$ cat src/rtl/mux_arb_pkg.sv
// Shared definitions for the 4-way round-robin mux arbiter.
// Latency: n/a (types and constants only).
// Backpressure: n/a.
package mux_arb_pkg;

    localparam int N_REQ = 4;   // requesters sharing the mux
    localparam int IDX_W = 2;   // width of a requester index

    typedef enum logic {
        IDLE  = 1'b0,
        GRANT = 1'b1
    } state_t;

    // LAST resets to the highest index so that requester 0 wins the first pick.
    localparam logic [IDX_W-1:0] LAST_RST = 2'd3;

endpackage

$ cat src/rtl/mux_arb_rr_pick.sv
// Round-robin picker: first requester at or after LAST+1 (wrapping, LAST itself searched last).
// Latency: purely combinational.
// Backpressure: none; VALID=0 when no request bit is set.
//   REQ   : request vector
//   LAST  : index of the most recent grant
//   VALID : at least one request present
//   IDX   : picked index (meaningful only when VALID=1)
module rr_pick
    import mux_arb_pkg::*;
(
    input  logic [N_REQ-1:0] REQ,
    input  logic [IDX_W-1:0] LAST,
    output logic             VALID,
    output logic [IDX_W-1:0] IDX
);

    // Walk offsets from farthest (LAST itself) to nearest (LAST+1); the last
    // hit written is the nearest one, which is the round-robin winner.
    always_comb begin
        logic [IDX_W-1:0] cand;
        VALID = 1'b0;
        IDX   = LAST;
        cand  = LAST;
        for (int k = N_REQ; k >= 1; k--) begin
            cand = LAST + IDX_W'(k);
            if (REQ[cand]) begin
                VALID = 1'b1;
                IDX   = cand;
            end
        end
    end

endmodule

$ cat src/rtl/mux_arb.sv
// 4-way round-robin arbiter driving a shared mux (one-hot GNT, select S, enable EN).
// Latency: 1 cycle, all outputs registered; REQ sampled at an edge shows on GNT after it.
// Backpressure: a grant is held while its REQ stays high; with MUX_ARB_TIMEOUT_EN defined
//   a holder is rotated out after HOLD_MAX cycles if another requester is waiting.
//   CLK  : clock, rising edge      RST  : synchronous active-high reset
//   REQ  : request vector          GNT  : one-hot grant, 0 when idle
//   EN   : |GNT                    S    : index of granted requester
//   BUSY : FSM is in GRANT
module mux_arb
    import mux_arb_pkg::*;
#(
    parameter int HOLD_MAX = 8,
    parameter int CNT_W    = 4
) (
    input  logic             CLK,
    input  logic             RST,
    input  logic [N_REQ-1:0] REQ,
    output logic [N_REQ-1:0] GNT,
    output logic             EN,
    output logic [IDX_W-1:0] S,
    output logic             BUSY
);

    state_t           state;
    logic [IDX_W-1:0] last;      // equals the current grant index while in GRANT
    logic             pick_vld;
    logic [IDX_W-1:0] pick_idx;
    logic             keep_cur;

    rr_pick u_rr_pick (
        .REQ   (REQ),
        .LAST  (last),
        .VALID (pick_vld),
        .IDX   (pick_idx)
    );

`ifdef MUX_ARB_TIMEOUT_EN
    logic [CNT_W-1:0] hold_cnt;
    logic             at_limit;
    logic             others_pending;

    assign at_limit       = (hold_cnt == CNT_W'(HOLD_MAX - 1));
    assign others_pending = |(REQ & ~(N_REQ'(1) << last));
    // Holder keeps the mux unless its hold window is spent and someone else waits.
    assign keep_cur       = REQ[last] && !(at_limit && others_pending);
`else
    // Hold window does not exist in this build; parameters are tied off here.
    logic [CNT_W-1:0] unused_cfg;
    assign unused_cfg = CNT_W'(HOLD_MAX);
    assign keep_cur   = REQ[last];
`endif

    always_ff @(posedge CLK) begin
        if (RST) begin
            state <= IDLE;
            GNT   <= '0;
            EN    <= 1'b0;
            S     <= '0;
            BUSY  <= 1'b0;
            last  <= LAST_RST;
`ifdef MUX_ARB_TIMEOUT_EN
            hold_cnt <= '0;
`endif
        end else if (state == GRANT && keep_cur) begin
`ifdef MUX_ARB_TIMEOUT_EN
            if (!at_limit) begin
                hold_cnt <= hold_cnt + CNT_W'(1);
            end
`endif
        end else if (pick_vld) begin
            // Covers first grant from IDLE, hand-off on REQ drop and timeout
            // rotation; picking relative to the current holder skips it when
            // another requester is pending.
            state <= GRANT;
            GNT   <= N_REQ'(1) << pick_idx;
            EN    <= 1'b1;
            S     <= pick_idx;
            BUSY  <= 1'b1;
            last  <= pick_idx;
`ifdef MUX_ARB_TIMEOUT_EN
            hold_cnt <= '0;
`endif
        end else begin
            // Nothing requested: go idle, keep LAST for the next pick.
            state <= IDLE;
            GNT   <= '0;
            EN    <= 1'b0;
            S     <= '0;
            BUSY  <= 1'b0;
        end
    end

endmodule

$ cat config.mk
export PLATFORM = sky130hd
export DESIGN_NAME = mux_arb
export DESIGN_NICKNAME = d
export VERILOG_FILES = /design/src/rtl/mux_arb_pkg.sv /design/src/rtl/mux_arb_rr_pick.sv /design/src/rtl/mux_arb.sv
export SDC_FILE = /design/constraint.sdc
export NUM_CORES = 1
export LEC_CHECK = 0
export ABC_AREA = 1
export ABC_CLOCK_PERIOD_IN_PS = 2930
export CORE_MARGIN = 2
export CORE_UTILIZATION = 50
export CTS_CLUSTER_DIAMETER = 50
export DETAILED_ROUTE_END_ITERATION = 7
export PLACE_DENSITY = 0.78
export SYNTH_ARGS = -nofsm -noshare
export SYNTH_HDL_FRONTEND = slang
export SYNTH_HIERARCHICAL = 1
export SYNTH_SLANG_ARGS = --single-unit
$ cat constraint.sdc
create_clock -name CLK -period 2.93 [get_ports CLK]
set_input_delay 0.586 -clock CLK [delete_from_list [all_inputs] [get_ports CLK]]
set_output_delay 0.586 -clock CLK [all_outputs]
set_load 0.01 [all_outputs]
Yosys cells after proc, flatten, opt, wreduce, memory -nomap -nowiden
Cells that the tools add are included.
{ "word_totals": {"reg_bits": 9, "out_inout_bits": 8, "n_memories": 0, "latch_bits": 0, "mem_bits_rw": 0, "mem_bits_ro": 0} }
{ "classes": {"reduce_logical": 2, "bitwise": 1, "shift": 1, "div_mod_pow": 0, "mul": 0, "add_sub_neg": 3, "muxes": 18, "n_eq_ne": 0, "magnitude_cmp": 4} }
{ "op_table": {"columns": ["op", "n"], "rows": [
  ["$lt A2 B3 Y1 const B", 4],
  ["$mux W1", 9],
  ["$bmux W1 S2", 4],
  ["$mux W2", 4],
  ["$add A2 B2 Y2 const B", 2],
  ["$mux W4", 1],
  ["$shl A1 B2 Y4 const A", 1],
  ["$add A2 B1 Y2 const B", 1],
  ["$reduce_and A2 Y1", 1],
  ["$logic_and A1 B1 Y1", 1],
  ["$not A1 Y1", 1]
]} }

Longest topological paths before layout
{ "logic_depth": {"word_depth": 8, "depth_mapped": 15, "ltp_nobuf": 14} }

By module
Netlist, hierarchy kept.
{ "modules_own_cells": {"columns": ["module", "area_each_um2", "seq_area_each_um2", "cells_each", "n_inst"], "rows": [
  ["mux_arb", 457.9, 180.2, 63, 1],
  ["rr_pick", 214.0, 0.0, 46, 1]
]} }

Least setup slack after synthesis
No wires, ideal clock.
{ "synth_path": {"kind": "input to register", "start": "input port REQ[1]", "end": "register GNT[3]", "stages": 14, "setup_time_ns": 0.071, "arrival_ns": 1.529, "t_required_ns": 2.859, "path_slack_ns": 1.330, "cell_sequence": "inv_1 nand2_1 nand3_2 nand2_1 inv_1 nand2_1 nand2_1 nand2_1 nand2_1 inv_1 inv_1 nor3_1 nand2_1 a21oi_1"} }
{ "synth_between": {"elab_chain_len": 7, "elab_cells_between_ends": 18, "classes_between": "1 x shift; 16 x mux; 1 x reduce/logical"} }
{ "synth_lines": {"columns": ["item", "line", "rtl"], "rows": [
  ["start, declared", "mux_arb.sv:17", "input logic [N_REQ-1:0] REQ,"],
  ["$bmux W1 S2", "mux_arb_rr_pick.sv:26", "if (REQ[cand]) begin"],
  ["$mux W1 (implied by the code)", "mux_arb_rr_pick.sv:26", null],
  ["$mux W2 (2 in series)", "mux_arb_rr_pick.sv:26", null],
  ["$mux W2 *", "mux_arb_rr_pick.sv:26", null],
  ["via pick_idx[0]", "mux_arb.sv:27", "logic [IDX_W-1:0] pick_idx;"],
  ["$shl A1 B2 Y4 *", "mux_arb.sv:75", "GNT <= N_REQ'(1) << pick_idx;"],
  ["$mux W4 *", "mux_arb.sv:70", "end else if (pick_vld) begin"],
  ["end signal, assigned", "mux_arb.sv:75", null],
  ["end, declared", "mux_arb.sv:18", "output logic [N_REQ-1:0] GNT,"]
]} }
The timed path passes the listed nets; every way through them passes the cells marked *. The select of a mux whose other input is x is not followed.
A chain may end at the register's enable or synchronous reset.

Final worst setup path
{ "layout_path": {"start": "input port REQ[2]", "end": "register GNT[3]"} }
Same word-level chain as after synthesis.

==> flow_summary.ini <==
[outcome]
status = finished, final reports clean

[detailed_routing]
antenna_left = 0
routedWlPerCell_um = 9.33
drt-total-wl_um = 1280
vias = 675
drcViolationCount = 0
drt_iter0_markers = 15
drtPass1Iterations = 4
vias_per_cell = 4.93

[synthesis]
syn_area_per_cell_sq_um = 6.16
synth_area_leaders = dfxtp_1 27%, nand2_1 22%, inv_1 9.5%
yosysSeqAreaShare = 0.268
synth_warnings = 6
synth.largest_area_cell = dfxtp_1
synth_common_cells = 39 x nand2_1, 17 x inv_1, 9 x a21oi_1, 9 x dfxtp_1, 8 x nand3_1
synth_seq_cells = 9
synth_top_area_share = 0.268
yosys.cell_types.count = 22
synthCells = 109
synth_edf_count = 0
syn_nets = 115
synthFlopType = dfxtp_1
synth-async-reset-ratio = 0
syn-cell-area_sq_um = 672
yosysMostFrequentCell = nand2_1

[power]
leakage_uw = 0.000433
vdd_drop_max_mv = 0.539
finalPower_uw = 893
power.density_nw_per_um2 = 1090

[floorplan]
fp-row-count = 13
start_util = 0.523
die_w_um = 40.7
die_y_um = 40.7
die_area_sq_um = 1650
io_pins = 14
core_area_sq_um = 1280

[finish]
drive_gt1_frac = 0.148
final_core_util = 0.638
nets = 129
fillers = 128
area_delta_synth_final_pct = 22.0
diodes = 0
design_area_sq_um = 820

[place]
port_buffers = 13
gp_congestion = 0.800
post-dp-hpwl_um = 1010
postPlaceCellArea_sq_um = 793

[sta]
hold_slack_ps = 487
finalHoldViolations = 0
period_share = 0.700
setup_tns_ps = 0
slew_viol_final = 0
rsz0062_at_grt = no
finalSetupViolations = 0
min_period_ps = 2050
fmax_mhz = 488
worstMarginPinSlew_ps = 529
slew_headroom = 0.647
fin_skew_ps = 2.29

[grt]
antenna_found_initial = 0
grt_pass1_vias = 521
grt_use_total = 0.187
grt-ovfl-total = 0
grt_pass1_wl_um = 2010
grt_max_degree = 15

[clocking]
postCtsHoldBufs = 0
clock_latency_ps = 250
cts_setup_buffers = 0
cts_resized = 0
cts_tree = done
cts_made_buffers = 3
clkTransAtPathRegs_ps = 60
cts.sinks = 9
cts_root_buffer = clkbuf_4
htreeDepth = 1
cts.path.max_buffers = 2

[setup_path]
worstPathMaxFanout = 4
crit_path_end_kind = flip-flop
crit_arrival_ps = 2230
required_ps = 3110
start_kind = input port
crit_type = input port to flip-flop

[hold_path]
hold_path.class = flip-flop to flip-flop

[job]
maxCapViolCount = 0
[cell usage in the layout (no fill, tap or decap)]
cell type,instances
nand2_1,39
inv_2,2
a22oi_1,1
nand2_4,1
dfxtp_1,9
nand3_1,8
o21ai_0,1
nand2_8,1
nand3_2,3
nand2_2,4
nand4_1,1
inv_4,1
clkdlybuf4s50_1,13
a21oi_2,2
o21ai_2,1
clkbuf_1,1
nor3_1,4
nor2_1,1
a21oi_1,9
clkbuf_4,3
inv_1,17
[metrics by stage]
stage | cells | setup WS (ps)
floorplan | 109 | 1330
CTS | 137 | 877
global placement | 133 | 651
finish | 137 | 880
global route | 137 | 692
detailed placement | 133 | 646
[layout make-up]
| type | instances | area [sq um] | share of cell area |
|---|---|---|---|
| timing repair buffer | 13 | 130 | 0.159 |
| clock buffer | 4 | 26.3 | 0.0321 |
| tap | 15 | 18.8 | 0.0229 |
| sequential | 9 | 180 | 0.220 |
| inverter | 20 | 77.6 | 0.0947 |
| multi-input combinational | 76 | 387 | 0.472 |
[worst paths after layout]
| path | startpoint | to | slack (ps) | cells past startpoint |
|---|---|---|---|---|
| max | REQ[2] | GNT[3] | 880 | 11 |
| min | GNT[1] | GNT[1] | 490 | 2 |
| max reg2reg | last[0] | GNT[3] | 1010 | 10 |
| min reg2reg | GNT[1] | GNT[1] | 490 | 2 |
[logic make-up after synthesis]
family | after synthesis | share of synthesized area
AND/OR/NAND/NOR | 62 | 0.451
buffers and inverters | 24 | 0.156
AO/OA/AOI/OAI | 14 | 0.125
flip-flops | 9 | 0.268
[critical path, cell delays in order]
cell             delay [ps]
clkdlybuf4s50_1         500
nand2_1                  80
nand2_2                 120
nand2_2                  70
o21ai_0                  70
a21oi_1                  80
a21oi_1                 260
inv_1                    90
nor3_1                  170
nand2_1                  70
a21oi_1                 120
[sequential cells by signal (all words and copies together) (netlist names)]
signal  count
GNT         4
S           2
last        2
state       1
[where the power goes]
| group | internal (uW) | switching, uW |
|---|---|---|
| sequential | 173 | 62.1 |
| clock | 52.2 | 39.3 |
| combinational | 238 | 328 |
[metal layers]
metal,share of wire,vias up,track usage
li1,-,368,-
met1,0.48,293,0.224
met2,0.46,14,0.302
met3,0.063,0,0.0815
met4,0,0,0.0500
met5,0,-,0
(Power assumes the default switching activity.)
